$ cat src/rtl/mutex_req_pkg.sv
// Shared types and default parameters for the two-channel mutex client.
package mutex_req_pkg;

  typedef enum logic [1:0] {
    IDLE = 2'd0,
    REQ  = 2'd1,
    OWN  = 2'd2,
    REL  = 2'd3
  } chan_state_t;

  localparam int DEFAULT_HOLD_W      = 8;
  localparam int DEFAULT_TIMEOUT     = 64;
  localparam int DEFAULT_SYNC_STAGES = 2;

endpackage

$ cat src/rtl/mutex_req_chan.sv
// One mutex client channel: grant synchroniser, four-phase handshake FSM,
// wait/hold counters and per-cycle protocol-violation indication.
module mutex_req_chan
  import mutex_req_pkg::*;
#(
  parameter int HOLD_W      = DEFAULT_HOLD_W,
  parameter int TIMEOUT     = DEFAULT_TIMEOUT,
  parameter int SYNC_STAGES = DEFAULT_SYNC_STAGES
) (
  input  logic              clk,
  input  logic              reset,
  input  logic              start,
  input  logic [HOLD_W-1:0] hold_len,
  input  logic              g,
  output logic              r,
  output logic              own,
  output logic              busy,
  output logic              done,
  output logic              tmo,
  output logic              gs,
  output logic              spur
);

  localparam int WAIT_W = (TIMEOUT > 1) ? $clog2(TIMEOUT) : 1;
  localparam logic [WAIT_W-1:0] WAIT_MAX = WAIT_W'(TIMEOUT - 1);
  localparam logic [HOLD_W-1:0] HOLD_ONE = HOLD_W'(1);

  logic [SYNC_STAGES-1:0] sync_reg;
  chan_state_t            state_reg;
  logic [WAIT_W-1:0]      wait_reg;
  logic [HOLD_W-1:0]      hold_len_reg;
  logic [HOLD_W-1:0]      hold_cnt_reg;
  logic                   from_own_reg;
  logic                   r_reg;
  logic                   own_reg;
  logic                   busy_reg;
  logic                   done_reg;
  logic                   tmo_reg;

  // The grant is asynchronous to clk; only the last stage is ever consumed.
  always_ff @(posedge clk) begin
    if (reset) begin
      sync_reg <= '0;
    end else begin
      sync_reg <= {sync_reg[SYNC_STAGES-2:0], g};
    end
  end

  assign gs = sync_reg[SYNC_STAGES-1];

  always_ff @(posedge clk) begin
    if (reset) begin
      state_reg    <= IDLE;
      wait_reg     <= '0;
      hold_len_reg <= '0;
      hold_cnt_reg <= '0;
      from_own_reg <= 1'b0;
      r_reg        <= 1'b0;
      own_reg      <= 1'b0;
      busy_reg     <= 1'b0;
      done_reg     <= 1'b0;
      tmo_reg      <= 1'b0;
    end else begin
      done_reg <= 1'b0;
      tmo_reg  <= 1'b0;
      case (state_reg)
        IDLE: begin
          if (start) begin
            state_reg    <= REQ;
            hold_len_reg <= hold_len;
            wait_reg     <= '0;
            r_reg        <= 1'b1;
            busy_reg     <= 1'b1;
          end
        end
        REQ: begin
          if (gs) begin
            state_reg    <= OWN;
            hold_cnt_reg <= (hold_len_reg == '0) ? HOLD_ONE : hold_len_reg;
            own_reg      <= 1'b1;
          end else if (wait_reg == WAIT_MAX) begin
            // Request abandoned; the mutex may still grant late, which REL absorbs.
            state_reg    <= REL;
            wait_reg     <= '0;
            from_own_reg <= 1'b0;
            r_reg        <= 1'b0;
            tmo_reg      <= 1'b1;
          end else begin
            wait_reg <= wait_reg + 1'b1;
          end
        end
        OWN: begin
          hold_cnt_reg <= hold_cnt_reg - HOLD_ONE;
          if (hold_cnt_reg == HOLD_ONE) begin
            state_reg    <= REL;
            wait_reg     <= '0;
            from_own_reg <= 1'b1;
            r_reg        <= 1'b0;
            own_reg      <= 1'b0;
          end
        end
        REL: begin
          if (!gs) begin
            state_reg <= IDLE;
            busy_reg  <= 1'b0;
            done_reg  <= from_own_reg;
          end else if (wait_reg == WAIT_MAX) begin
            state_reg <= IDLE;
            busy_reg  <= 1'b0;
            tmo_reg   <= 1'b1;
          end else begin
            wait_reg <= wait_reg + 1'b1;
          end
        end
        default: state_reg <= IDLE;
      endcase
    end
  end

  // A grant seen while idle, or lost while owning, is a mutex fault.
  assign spur = ((state_reg == IDLE) && gs) || ((state_reg == OWN) && !gs);

  assign r    = r_reg;
  assign own  = own_reg;
  assign busy = busy_reg;
  assign done = done_reg;
  assign tmo  = tmo_reg;

endmodule

$ cat src/rtl/mutex_requester.sv
// Two independent mutex client channels plus sticky mutual-exclusion and
// spurious-grant error flags built from the synchronised grants.
module mutex_requester
  import mutex_req_pkg::*;
#(
  parameter int HOLD_W      = DEFAULT_HOLD_W,
  parameter int TIMEOUT     = DEFAULT_TIMEOUT,
  parameter int SYNC_STAGES = DEFAULT_SYNC_STAGES
) (
  input  logic              clk,
  input  logic              reset,
  input  logic              start1,
  input  logic              start2,
  input  logic [HOLD_W-1:0] hold_len1,
  input  logic [HOLD_W-1:0] hold_len2,
  output logic              r1,
  output logic              r2,
  input  logic              g1,
  input  logic              g2,
  output logic              own1,
  output logic              own2,
  output logic              busy1,
  output logic              busy2,
  output logic              done1,
  output logic              done2,
  output logic              tmo1,
  output logic              tmo2,
  output logic              err_both,
  output logic              err_spur
);

  logic [1:0]        start_vec;
  logic [1:0]        g_vec;
  logic [HOLD_W-1:0] hold_vec [2];
  logic [1:0]        r_vec;
  logic [1:0]        own_vec;
  logic [1:0]        busy_vec;
  logic [1:0]        done_vec;
  logic [1:0]        tmo_vec;
  logic [1:0]        gs_vec;
  logic [1:0]        spur_vec;
  logic              err_both_reg;
  logic              err_spur_reg;

  assign start_vec   = {start2, start1};
  assign g_vec       = {g2, g1};
  assign hold_vec[0] = hold_len1;
  assign hold_vec[1] = hold_len2;

  genvar gi;
  generate
    for (gi = 0; gi < 2; gi++) begin : g_chan
      mutex_req_chan #(
        .HOLD_W      (HOLD_W),
        .TIMEOUT     (TIMEOUT),
        .SYNC_STAGES (SYNC_STAGES)
      ) u_chan (
        .clk      (clk),
        .reset    (reset),
        .start    (start_vec[gi]),
        .hold_len (hold_vec[gi]),
        .g        (g_vec[gi]),
        .r        (r_vec[gi]),
        .own      (own_vec[gi]),
        .busy     (busy_vec[gi]),
        .done     (done_vec[gi]),
        .tmo      (tmo_vec[gi]),
        .gs       (gs_vec[gi]),
        .spur     (spur_vec[gi])
      );
    end
  endgenerate

  always_ff @(posedge clk) begin
    if (reset) begin
      err_both_reg <= 1'b0;
      err_spur_reg <= 1'b0;
    end else begin
      err_both_reg <= err_both_reg | (&gs_vec);
      err_spur_reg <= err_spur_reg | (|spur_vec);
    end
  end

  assign r1       = r_vec[0];
  assign r2       = r_vec[1];
  assign own1     = own_vec[0];
  assign own2     = own_vec[1];
  assign busy1    = busy_vec[0];
  assign busy2    = busy_vec[1];
  assign done1    = done_vec[0];
  assign done2    = done_vec[1];
  assign tmo1     = tmo_vec[0];
  assign tmo2     = tmo_vec[1];
  assign err_both = err_both_reg;
  assign err_spur = err_spur_reg;

endmodule

$ cat config.mk
export PLATFORM = sky130hd
export DESIGN_NAME = mutex_requester
export DESIGN_NICKNAME = d
export VERILOG_FILES = /design/src/rtl/mutex_req_pkg.sv /design/src/rtl/mutex_req_chan.sv /design/src/rtl/mutex_requester.sv
export SDC_FILE = /design/constraint.sdc
export NUM_CORES = 1
export LEC_CHECK = 0
export ABC_AREA = 1
export CAP_MARGIN = 30
export CELL_PAD_IN_SITES_DETAIL_PLACEMENT = 0
export CELL_PAD_IN_SITES_GLOBAL_PLACEMENT = 1
export CORE_MARGIN = 2
export CORE_UTILIZATION = 41
export DETAILED_ROUTE_END_ITERATION = 10
export PLACE_DENSITY = 0.88
export SETUP_SLACK_MARGIN = 0.5
export SLEW_MARGIN = 5
export SYNTH_ARGS = -nofsm -noshare
export SYNTH_HDL_FRONTEND = slang
export SYNTH_SLANG_ARGS = --single-unit
$ cat constraint.sdc
create_clock -name clk -period 2.4 [get_ports clk]
set_clock_uncertainty 0.2 [all_clocks]
set_input_delay 0.36 -clock clk [delete_from_list [all_inputs] [get_ports clk]]
set_output_delay 0.36 -clock clk [all_outputs]
set_load 0.05 [all_outputs]
Word-level counts from Yosys, hierarchy flattened --
Cells that the tools add are included.
Word-level totals: register bits 66, output and inout port bits 12
Cells by class: bitwise gates (word level) 4, reductions and logical operators 38, add/subtract/negate cells 4, multiplexer cells 64, equal/unequal tests 28
Operators by type and width (number):
- two-way mux 6 bit | 12
- one-hot mux 6 bit (4 select lines) | 2
- two-way mux 8 bit | 4
- one-hot mux 8 bit (2 select lines) | 2
- two-way mux 2 bit | 12
- two-way mux 1 bit | 20
- AND reduction 5 bit | 4
- == test 8 x 1 -> 1 bit, second input constant | 2
- logical NOT 8 bit | 2
- != test 2 x 1 -> 1 bit, second input constant | 8
- one-hot mux 1 bit (2 select lines) | 8
- one-hot mux 2 bit (4 select lines) | 2
- AND reduction 4 bit | 4
- subtractor 8 x 1 -> 8 bit, second input constant | 2
- adder 6 x 1 -> 6 bit, second input constant | 2
- == test 6 bit, second input constant | 2
- != test 2 bit, second input constant | 6
- AND reduction 3 bit | 4
- AND reduction 2 bit | 5
- == test 2 bit, second input constant | 4
- nonzero test 2 bit | 4
- != test 3 x 1 -> 1 bit, second input constant | 2
- != test 3 bit, second input constant | 2
- one-hot mux 1 bit (3 select lines) | 2
- 10 further kinds | 21

Logic depth before layout (Yosys ltp) --
Gate-level depths: netlist of the first run.
word-level depth 5, mapped depth 11, gate-level depth less buffers 11

Modules after synthesis --
A second synthesis of the first run with hierarchy kept.
Second synthesis, totals: cell total of the unflattened synthesis 529, area total of the unflattened synthesis 3584.7 sq um
Modules (own cells, without submodules):
- mutex_req_chan (g_chan[0].u_chan) | instances 1, sequential area each 640.6 sq um, area an instance 1770.4 sq um, cells an instance 259
- mutex_req_chan (g_chan[1].u_chan) | instances 1, sequential area each 640.6 sq um, area an instance 1749.2 sq um, cells an instance 262
- mutex_requester | instances 1, sequential area each 40.0 sq um, area an instance 65.1 sq um, cells an instance 8

Least setup slack after synthesis of the first run --
Ideal clock, no wire load.
kind register to register, start reg g_chan[1].u_chan.state_reg[0], end reg g_chan[1].u_chan.wait_reg[5], clock period less this slack 1.668 ns, library setup time 0.128 ns, cell stages (with the launch flop) 11, required time 2.072 ns, slack 0.732 ns, data arrival time 1.340 ns, cell sequence dfxtp_1 -> inv_1 -> ha_1 -> inv_1 -> nor2_1 -> a21oi_1 -> nand2_2 -> nor2_2 -> nand2_1 -> nand2_1 -> nor2_1
Between the ends: longest elaborated chain between the ends 3, elaborated cells on any way between the ends 11
RTL lines:
- from (decl) | RTL line mutex_req_chan.sv:29 | chan_state_t state_reg;
- from (signal assigned) | RTL line mutex_req_chan.sv:53 | state_reg <= IDLE;
- from (signal assigned) | RTL line mutex_req_chan.sv:69 | state_reg <= REQ;
- from (signal assigned) | RTL line mutex_req_chan.sv:78 | state_reg <= OWN;
- == test 2 bit (tied with other cells) | RTL line mutex_req_chan.sv:66 | case (state_reg)
- != test 2 x 1 -> 1 bit (no source line) / != test 2 bit (equally long branches)
- AND reduction 5 bit (no source line)
- to (signal assigned) | RTL line mutex_req_chan.sv:89 | wait_reg <= wait_reg + 1'b1;
- to (signal assigned) | RTL line mutex_req_chan.sv:112 | wait_reg <= wait_reg + 1'b1;
- to (decl) | RTL line mutex_req_chan.sv:30 | logic [WAIT_W-1:0] wait_reg;
Several ways; a longest one is shown, not always the timed one. A chain may end at the register's enable or synchronous reset.

Worst setup path in the final report of the first run --
start reg g_chan[1].u_chan.own_reg, end out own2
RTL lines:
- from (decl) | RTL line mutex_req_chan.sv:35 | logic own_reg;
- from (signal assigned) | RTL line mutex_req_chan.sv:59 | own_reg <= 1'b0;
- from (signal assigned) | RTL line mutex_req_chan.sv:80 | own_reg <= 1'b1;
- from (signal assigned) | RTL line mutex_req_chan.sv:99 | own_reg <= 1'b0;
- to (decl) | RTL line mutex_requester.sv:21 | output logic own2,
No word-level cell between the ends.

==> impl_metrics.yaml, run 1 <==
detailed_routing:
  drc_errors: 0
  drtIter0Drc: 88
  vias: 3250
  wl_met3_um: 282
  drt_pass1_iterations: 4
  wl_met1_um: 3751
  route.met2.wl_um: 3575
  ant_nets: 0
  wl_per_cell_um: 11.59
  routed_via_density: 4.873
  drt_wl_total_um: 7728
  dr.max_layer_used: "met4"
critical_path:
  crit_arrival_ns: 1.28
  slowest_delay_ns: 0.55
  cp_cell_sequence: "dlygate4sd2_1"
  cp_max_fo: 2
  critPathRequiredTime_ns: 1.84
  worstSetupPathType: "reg2out"
  cp_num_buf_inv: 1
  end_kind: "primary output"
  critPathLaunchType: "flop"
  crit_family: "buffers and inverters"
  slowest_stage: "dlygate4sd2_1"
cells_and_area:
  drive_gt1_frac: 0.1246
  final_common_cell: "nand2_1"
  fill_cells: 835
  layout_common_cells: "nand2_1, nor2_1, dfxtp_1, inv_1, a21oi_1"
  fin_util: 0.5064
  area_growth_pct: 19.06
  antenna_cells: 0
  nNetsFinal: 595
  stdcell_area_um2: 4182
die:
  initial_core_util: 0.4253
  die_area_um2: 9323
  row_count: 33
  core_area_um2: 8258
  die_w_um: 96.56
  die_h_um: 96.56
  io_pins: 34
synth:
  syn_area_um2: 3512
  syn_inst: 523
  ys_types: 29
  syn-num-nets: 559
  postSynthAreaPerCell_um2: 6.715
  yosysWarnings: 0
  yosysSeqAreaShare: 0.3762
  ys_ff_latch: 66
timing:
  finalSetupViolations: 0
  finalMaxSlewViolations: 0
  rsz0062_at_grt: "yes"
  worst_pin_slew_ns: 0.5011
  post-route-period-util: 0.7666
  setup_tns_ns: 0
  hold_viol_final: 0
  fmax_mhz: 543.5
  final.min_clock_period_ns: 1.840
  worst_slack_ns: 0.5600
  slew_headroom: 0.6673
  hold_ws_ns: 0.2034
placed_design:
  hpwl_um: 5467
  place_ws_ns: 0.3990
  dpl_cell_area_um2: 3940
  portBuffers: 33
  routabilityCongestion: 0.8916
cts:
  clkSlewWorstSetupHoldPaths_ns: 0.07
  worstSkewPairLatency_ns: 0.35
  root_buffer: "clkbuf_8"
  ctsHtreeMaxLevel: 3
  cts_tree: "built"
  clk_path_buf_depth: 2
  cts_made_buffers: 9
  cts.sinks: 66
  ctsHoldBuffers: 0
power:
  powerDensity_nw_per_um2: 1179
  peakVddDrop_mv: 0.5386
  p_leak_nw: 1.869
global_route:
  groute.usage.overall: 0.1796
  overflow: 0
  grt_pass1_wl_um: 13050
  antenna_found_initial: 0
  grt_pass1_vias: 2919
  grt_max_degree: 36
flow_run:
  maxCapViolations: 0
outcome:
  outcome: "finished clean"
worst_hold_path:
  hp-class: "reg2reg"
## report_power, final
group / total [mW] / switching, mW / leakage, nW / internal [mW]
registers: 1.62 / 0.216 / 0.543 / 1.40
logic: 2.43 / 1.58 / 1.24 / 0.855
clock network: 0.877 / 0.430 / 0.0903 / 0.447
total: 4.93 / 2.22 / 1.87 / 2.70
## cells by family after synthesis
group | after synthesis | synth area share
xor gates and xnor gates | 2 | 0.004988
adders and majority gates | 14 | 0.04988
and+or+nand+nor | 256 | 0.3178
DFF | 66 | 0.3762
buffers and inverters | 80 | 0.08870
AOI/OAI and AO/OA | 105 | 0.1625
## worst paths after layout
path / startpoint / endpoint / slack, ns / cells after the start
setup / recovery: g_chan[1].u_chan.own / own2 / 0.56 / 1
hold reg to reg: g_chan[1].u_chan.sync_reg[0] / g_chan[1].u_chan.sync_reg[1] / 0.20 / 2
setup reg to reg: g_chan[1].u_chan.state_reg[0] / g_chan[1].u_chan.wait_reg[5] / 0.61 / 10
hold / removal: g_chan[1].u_chan.sync_reg[0] / g_chan[1].u_chan.sync_reg[1] / 0.20 / 2
## stage by stage
step	total power, mW	instances
floorplan	3.441	523
global placement	3.972	651
detailed placement	3.994	651
CTS	4.889	667
global route	5.365	667
finish	4.928	667
## area by class of cell
| cell class | count | area (um^2) | share of cell area |
|---|---|---|---|
| timing repair buffer | 39 | 360.3 | 0.08618 |
| inverter | 66 | 251.5 | 0.06014 |
| multi-input combinational | 377 | 1937 | 0.4632 |
| tap | 105 | 131.4 | 0.03142 |
| clock inverter | 2 | 12.51 | 0.002992 |
| clock buffer | 12 | 165.2 | 0.03950 |
| sequential | 66 | 1324 | 0.3166 |
## cells in the mapped netlist (all sizes together)
| cell | n | share of area |
|---|---|---|
| a211oi | 5 | 0.011 |
| a21oi | 51 | 0.074 |
| a31oi | 1 | 0.0018 |
| buf | 5 | 0.0085 |
| clkbuf | 9 | 0.0096 |
| dfxtp | 66 | 0.38 |
| ha | 14 | 0.050 |
| inv | 66 | 0.071 |
| nand2 | 133 | 0.15 |
| nand3 | 31 | 0.050 |
| nand4 | 7 | 0.012 |
| nor2 | 79 | 0.097 |
| nor3 | 3 | 0.0043 |
| o211a | 1 | 0.0029 |
| o21a | 2 | 0.0043 |
| o21ai | 41 | 0.062 |
| o21bai | 1 | 0.0021 |
| o22ai | 3 | 0.0053 |
| or2 | 3 | 0.0053 |
| xor2 | 2 | 0.0050 |
## timing repair
action	CTS	global route
cloned	0	0
gates resized for setup	16	11
setup buffers	2	0
endpoints found under the setup margin	27	25
## per-layer routing
| layer | track usage | vias up |
|---|---|---|
| met5 | 0 | - |
| met3 | 0.04267 | 11 |
| met4 | 0.07864 | 0 |
| li1 | - | 1748 |
| met2 | 0.2870 | 58 |
| met1 | 0.2307 | 1433 |
(Power assumes the default switching activity.)
==> run 2: changes to the inputs <==
- CORE_UTILIZATION: 41 -> 37
- PLACE_DENSITY: 0.88 -> 0.84
- clock period: 2.4 -> 1.6 ns (I/O delays scaled with it)
==> run 2 against run 1 <==
  * The run now ends with setup timing left
  * Routed wire length up 28%
  * Worst hold slack got worse by 0.00090 ns
  * Non-clock buffer count increased by 72
  * Final cell count up 15%
  * Largest power group unchanged
  * Sequential share of layout area fell by 7.6 points
  * Critical path depth is 9 higher
  * Sequential power is 60% higher
  * Power increased by 110%
  * Die area grew 10%
  * Sequential cell count is the same
==> impl_metrics.yaml, run 2 (synthesized netlist as in run 1, its figures left out) <==
cts:
  cts_tree: "built"
  ctsHtreeMaxLevel: 3
  cts.sinks: 66
  worstSkewPairLatency_ns: 0.35
  clk_path_buf_depth: 2
  root_buffer: "clkbuf_8"
  clkSlewWorstSetupHoldPaths_ns: 0.08
  cts_made_buffers: 9
  ctsHoldBuffers: 0
detailed_routing:
  routed_via_density: 4.885
  vias: 3737
  wl_per_cell_um: 12.97
  drt_wl_total_um: 9921
  ant_nets: 0
  drtIter0Drc: 98
  drt_pass1_iterations: 4
  drc_errors: 0
timing:
  fmax_mhz: 616.5
  setup_tns_ns: -0.07869
  worst_pin_slew_ns: 0.2900
  hold_ws_ns: 0.2025
  rsz0062_at_grt: "yes"
  post-route-period-util: 1.014
  hold_viol_final: 0
  worst_slack_ns: -0.02194
  finalSetupViolations: 5
  finalMaxSlewViolations: 0
  slew_headroom: 0.8060
  final.min_clock_period_ns: 1.622
cells_and_area:
  area_growth_pct: 62.81
  layout_common_cells: "nand2_1, nor2_1, buf_4, inv_1, dfxtp_1"
  nNetsFinal: 667
  antenna_cells: 0
  drive_gt1_frac: 0.4340
  fin_util: 0.6188
  final_common_cell: "nand2_1"
  stdcell_area_um2: 5718
  stdcell_count: 765
critical_path:
  critPathRequiredTime_ns: 1.64
  cp_cell_sequence: "ha_1, nand2_1, nor2_1, nand2_1, nand2_4, nand2_2, nor2_4, nand2_1, nand2_1, nor2_1"
  slowest_delay_ns: 0.36
  crit_top_cell: "nand2_1"
  cp_max_fo: 5
  crit_arrival_ns: 1.67
  r2r_cells: 10
  cp_num_buf_inv: 0
  end_kind: "flop"
  r2r-end: "g_chan[1].u_chan.wait_reg[5]"
  critPathLaunchType: "flop"
  timing.rr.start: "g_chan[1].u_chan.hold_cnt_reg[0]"
  worstSetupPathType: "reg2reg"
  crit_family: "simple AND/OR/NAND/NOR gates"
  slowest_stage: "dfxtp_2"
  r2r_setup_slack_ns: -0.02
worst_hold_path:
  hp-start: "g_chan[0].u_chan.sync_reg[0]"
  holdPathStages: 2
  hp-class: "reg2reg"
  min_to: "g_chan[0].u_chan.sync_reg[1]"
flow_run:
  maxCapViolations: 0
global_route:
  grt_pass1_vias: 3538
  groute.usage.overall: 0.1916
  antenna_found_initial: 0
  grt_util_met1: 0.2340
  overflow: 0
  met3_usage: 0.03589
  grt_max_degree: 23
  busiest_layer: "met2"
  grtUsageMet2: 0.3347
  grt_pass1_wl_um: 15970
die:
  core_area_um2: 9240
  io_pins: 34
  die_w_um: 101.4
  row_count: 35
  die_h_um: 101.4
  die_area_um2: 10290
  initial_core_util: 0.3801
power:
  power.total_mw: 10.52
  p_leak_nw: 2.445
  peakVddDrop_mv: 0.9827
  powerDensity_nw_per_um2: 1840
placed_design:
  place_ws_ns: -0.1310
  hpwl_um: 6217
  portBuffers: 33
  dp_cells: 705
  dpl_cell_area_um2: 4622
  routabilityCongestion: 0.8297
outcome:
  violations: "setup timing"
  outcome: "finished, violations left"
-- run 2: power breakdown --
| group | leakage, nW | internal (mW) | switching [mW] |
|---|---|---|---|
| clock | 0.118 | 0.971 | 0.687 |
| sequential | 0.554 | 2.16 | 0.434 |
| combinational | 1.77 | 2.93 | 3.34 |
-- run 2: worst min-delay path, delay by kind of cell, from the launching register on --
family | cells | cell delay, ns
buffers and inverters | 1 | 0.04
flip-flops | 1 | 0.30
AND/OR/NAND/NOR | 1 | 0.03
-- run 2: worst max path at each step --
stage                                      from                      endpoint  slack (ns)  depth (start not counted)
4_1_cts           g_chan[1].u_chan.state_reg[1]  g_chan[1].u_chan.wait_reg[2]        0.02                         10
3_5_place_dp                             start1  g_chan[0].u_chan.wait_reg[1]       -0.13                          7
6_report       g_chan[1].u_chan.hold_cnt_reg[0]  g_chan[1].u_chan.wait_reg[5]       -0.02                         10
2_1_floorplan     g_chan[1].u_chan.state_reg[1]  g_chan[1].u_chan.wait_reg[0]        0.11                         10
3_3_place_gp                             start1  g_chan[0].u_chan.wait_reg[1]       -0.11                          7
5_1_grt        g_chan[1].u_chan.hold_cnt_reg[0]  g_chan[1].u_chan.wait_reg[5]       -0.15                         10
-- run 2: cell type report --
cell class	count	area (um^2)
tap	129	161.4
clock buffer	10	148.9
multi-input combinational	377	2475
fill	779	3522
timing repair buffer	111	1194
sequential	66	1374
inverter	66	280.3
clock inverter	6	85.08
-- run 2: what timing repair did --
| item | in CTS | in global routing |
|---|---|---|
| buffers inserted | 19 | 24 |
| pin swaps | 46 | 37 |
| cloned | 1 | 0 |
| resized for setup | 95 | 69 |
| setup endpoints to repair | 73 | 73 |
-- run 2: routing by layer --
| metal | vias to the layer above | routed length, um |
|---|---|---|
| met4 | 0 | 144 |
| met5 | - | 0 |
| li1 | 1895 | - |
| met3 | 13 | 264 |
| met1 | 1768 | 4373 |
| met2 | 61 | 5140 |
==> run 3: changes to the inputs <==
- CORE_UTILIZATION: 37 -> 41
- DONT_BUFFER_PORTS: unset -> 1
- PLACE_DENSITY: 0.84 -> 0.83
- SYNTH_HIERARCHICAL: unset -> 1
==> run 3 against run 2 <==
  * The flow finishes with violations (hold timing, setup timing)
  * Critical endpoint is now g_chan[0].u_chan/hold_cnt_reg[0]
  * Sequential share of layout area down 1.0 points
  * First-iteration DRC count up 98%
  * Routed wire length up 21%
  * Largest power group unchanged
  * Worst hold slack worse by 0.47 ns
  * Critical path depth down 3
  * Global-route usage up 3.2 points
  * Setup slack worse by 0.10 ns
  * Clock power up 4%
  * Die area down 7.6%
  * Non-clock buffer count down 4
==> impl_metrics.yaml, run 3 <==
outcome:
  outcome: "finished, violations left"
  violations: "hold timing, setup timing"
die:
  io_pins: 34
  die_h_um: 97.51
  die_w_um: 97.51
  initial_core_util: 0.4172
  die_area_um2: 9507
  row_count: 34
  core_area_um2: 8593
synth:
  ys_ff_latch: 66
  syn-num-nets: 565
  ys.flop_type: "dfxtp_1"
  syn_inst: 529
  synth-edff-count: 0
  ys_types: 35
  yosysSeqAreaShare: 0.3686
  synth_common_cells: "nand2_1, inv_1, dfxtp_1"
  yosysWarnings: 6
  yosysMostFrequentCell: "nand2_1"
  synthArstFlopShare: 0
  synth_top_area_frac: 0.3686
  yosys.area.top_type: "dfxtp_1"
  synth_area_leaders: "dfxtp_1, nand2_1, inv_1"
  postSynthAreaPerCell_um2: 6.776
  syn_area_um2: 3585
cts:
  cts_made_buffers: 9
  root_buffer: "clkbuf_8"
  ctsHoldBuffers: 18
  clkSlewWorstSetupHoldPaths_ns: 0.08
  ctsHtreeMaxLevel: 3
  worstSkewPairLatency_ns: 0.35
  cts_tree: "built"
  clk_path_buf_depth: 2
  cts.sinks: 66
placed_design:
  routabilityCongestion: 0.8546
  hpwl_um: 6286
  portBuffers: 0
detailed_routing:
  wl_per_cell_um: 16.05
  wl_met3_um: 456
  route.met2.wl_um: 6104
  drt_wl_total_um: 12000
  dr.max_layer_used: "met4"
  vias: 3983
  drt_pass1_iterations: 5
  drc_errors: 0
  routed_via_density: 5.325
  drtIter0Drc: 194
  ant_nets: 0
  wl_met1_um: 5057
critical_path:
  end_kind: "flop"
  critPathLaunchType: "flop"
  crit_path_start: "g_chan[0].u_chan/state_reg[1]"
  critPathRequiredTime_ns: 1.63
  crit_arrival_ns: 1.75
  cp_max_fo: 6
  worstSetupPathType: "reg2reg"
  timing.rr.start: "g_chan[0].u_chan/state_reg[1]"
timing:
  worst_pin_slew_ns: 0.7356
  hold_viol_final: 37
  hold_ws_ns: -0.2675
  rsz0062_at_grt: "yes"
  finalMaxSlewViolations: 0
  post-route-period-util: 1.078
  worst_slack_ns: -0.1243
  fmax_mhz: 579.9
  final.min_clock_period_ns: 1.724
  slew_headroom: 0.5091
  finalSetupViolations: 23
flow_run:
  maxCapViolations: 0
power:
  pwr-share-clk: 0.155
  p_leak_nw: 2.455
  p_int_mw: 6.281
  p_comb_frac: 0.616
  powerDensity_nw_per_um2: 1844
  peakVddDrop_mv: 0.8694
  switching_share: 0.4364
  switchingPower_mw: 4.863
  power.share.sequential: 0.229
worst_hold_path:
  hp-start: "reset"
  hp-class: "in2reg"
global_route:
  overflow: 0
  antenna_found_initial: 0
  grt_max_degree: 36
  grt_pass1_vias: 3742
  grt_pass1_wl_um: 17390
  groute.usage.overall: 0.2238
cells_and_area:
  fill_cells: 600
  final_common_cell: "nand2_1"
  drive_gt1_frac: 0.5141
  layout_common_cells: "nand2_1, inv_1, buf_4, nor2_1, dfxtp_1"
  nNetsFinal: 671
  fin_util: 0.7031
  area_growth_pct: 68.55
  antenna_cells: 0
==> run 3: cell count changes after synthesis, moves of 4 or more <==
cell,before,now
nor2_1,70,64
nand2_1,123,110
a21oi_1,50,43
o21ai_0,35,46
nor2_2,5,9
buf_2,3,8
inv_1,56,77
inv_2,10,2
nand2_2,10,2
==> run 3: power by group through the flow <==
| stage | combinational (mW) | sequential [mW] | clock [mW] |
|---|---|---|---|
| global route | 7.34 | 2.60 | 1.83 |
| detailed placement | 4.09 | 2.46 | 0 |
| global placement | 4.04 | 2.45 | 0 |
| finish | 6.86 | 2.55 | 1.73 |
| floorplan | 2.99 | 2.56 | 0 |
| CTS | 5.41 | 2.50 | 1.76 |
==> run 3: area by class of cell <==
class,count,area [um^2],area share
clock buffer,9,123.9,0.02050
clock inverter,7,117.6,0.01947
inverter,80,360.3,0.05964
multi-input combinational,371,2829,0.4682
sequential,66,1390,0.2301
tap,108,135.1,0.02236
timing repair buffer,107,1086,0.1797
==> run 3: path summary, 6_finish.rpt <==
check | end | slack (ns) | depth (start not counted)
min | g_chan[0].u_chan/state_reg[0] | -0.27 | 1
max | g_chan[0].u_chan/hold_cnt_reg[0] | -0.12 | 7
max reg2reg | g_chan[0].u_chan/hold_cnt_reg[0] | -0.12 | 7
min reg2reg | g_chan[1].u_chan/sync_reg[1] | 0.21 | 2
==> run 3: cell families (layout without fill, tap and decap cells) <==
logic type / after synthesis / count (layout) / share of synthesized area
AOI/OAI and AO/OA: 114 / 114 / 0.1770
xor gates and xnor gates: 2 / 2 / 0.004887
adders and majority gates: 14 / 14 / 0.04887
buffers and inverters: 94 / 203 / 0.1019
DFF: 66 / 66 / 0.3686
and+or+nand+nor: 239 / 241 / 0.2988
==> run 3: critical path, cell delays in order (launching register included) <==
cell and delay, ns:
dfxtp_4 0.41, inv_6 0.05, ha_4 0.20, o21ai_4 0.25, clkinv_4 0.13, buf_4 0.15
o21ai_2 0.15, a21oi_2 0.05
==> run 3: what timing repair did <==
action                                  CTS  global route
pin swaps                                63            55
cloned                                    3             0
resized for setup                       169           102
hold endpoints to repair                 50            39
endpoints found under the setup margin   74            73
buffers inserted                         24            27
==> run 3: routing by layer <==
metal	vias to the layer above	GRT usage
met5	-	0
met4	0	0.1036
met3	33	0.04029
met2	111	0.3745
met1	1910	0.2791
li1	1929	-
==> run 3: metrics by stage <==
stage / area (um^2) / std cells / setup slack [ns] / total power [mW] / setup TNS [ns]
4_1_cts: 5428 / 721 / -0.002014 / 9.670 / -0.002014
2_1_floorplan: 3890 / 529 / 0.06586 / 5.545 / 0
3_3_place_gp: 4194 / 660 / -0.03762 / 6.499 / -0.08346
3_5_place_dp: 4194 / 660 / -0.03070 / 6.554 / -0.1496
5_1_grt: 6042 / 748 / -0.1980 / 11.77 / -3.258
6_report: 6042 / 748 / -0.1243 / 11.14 / -0.9569
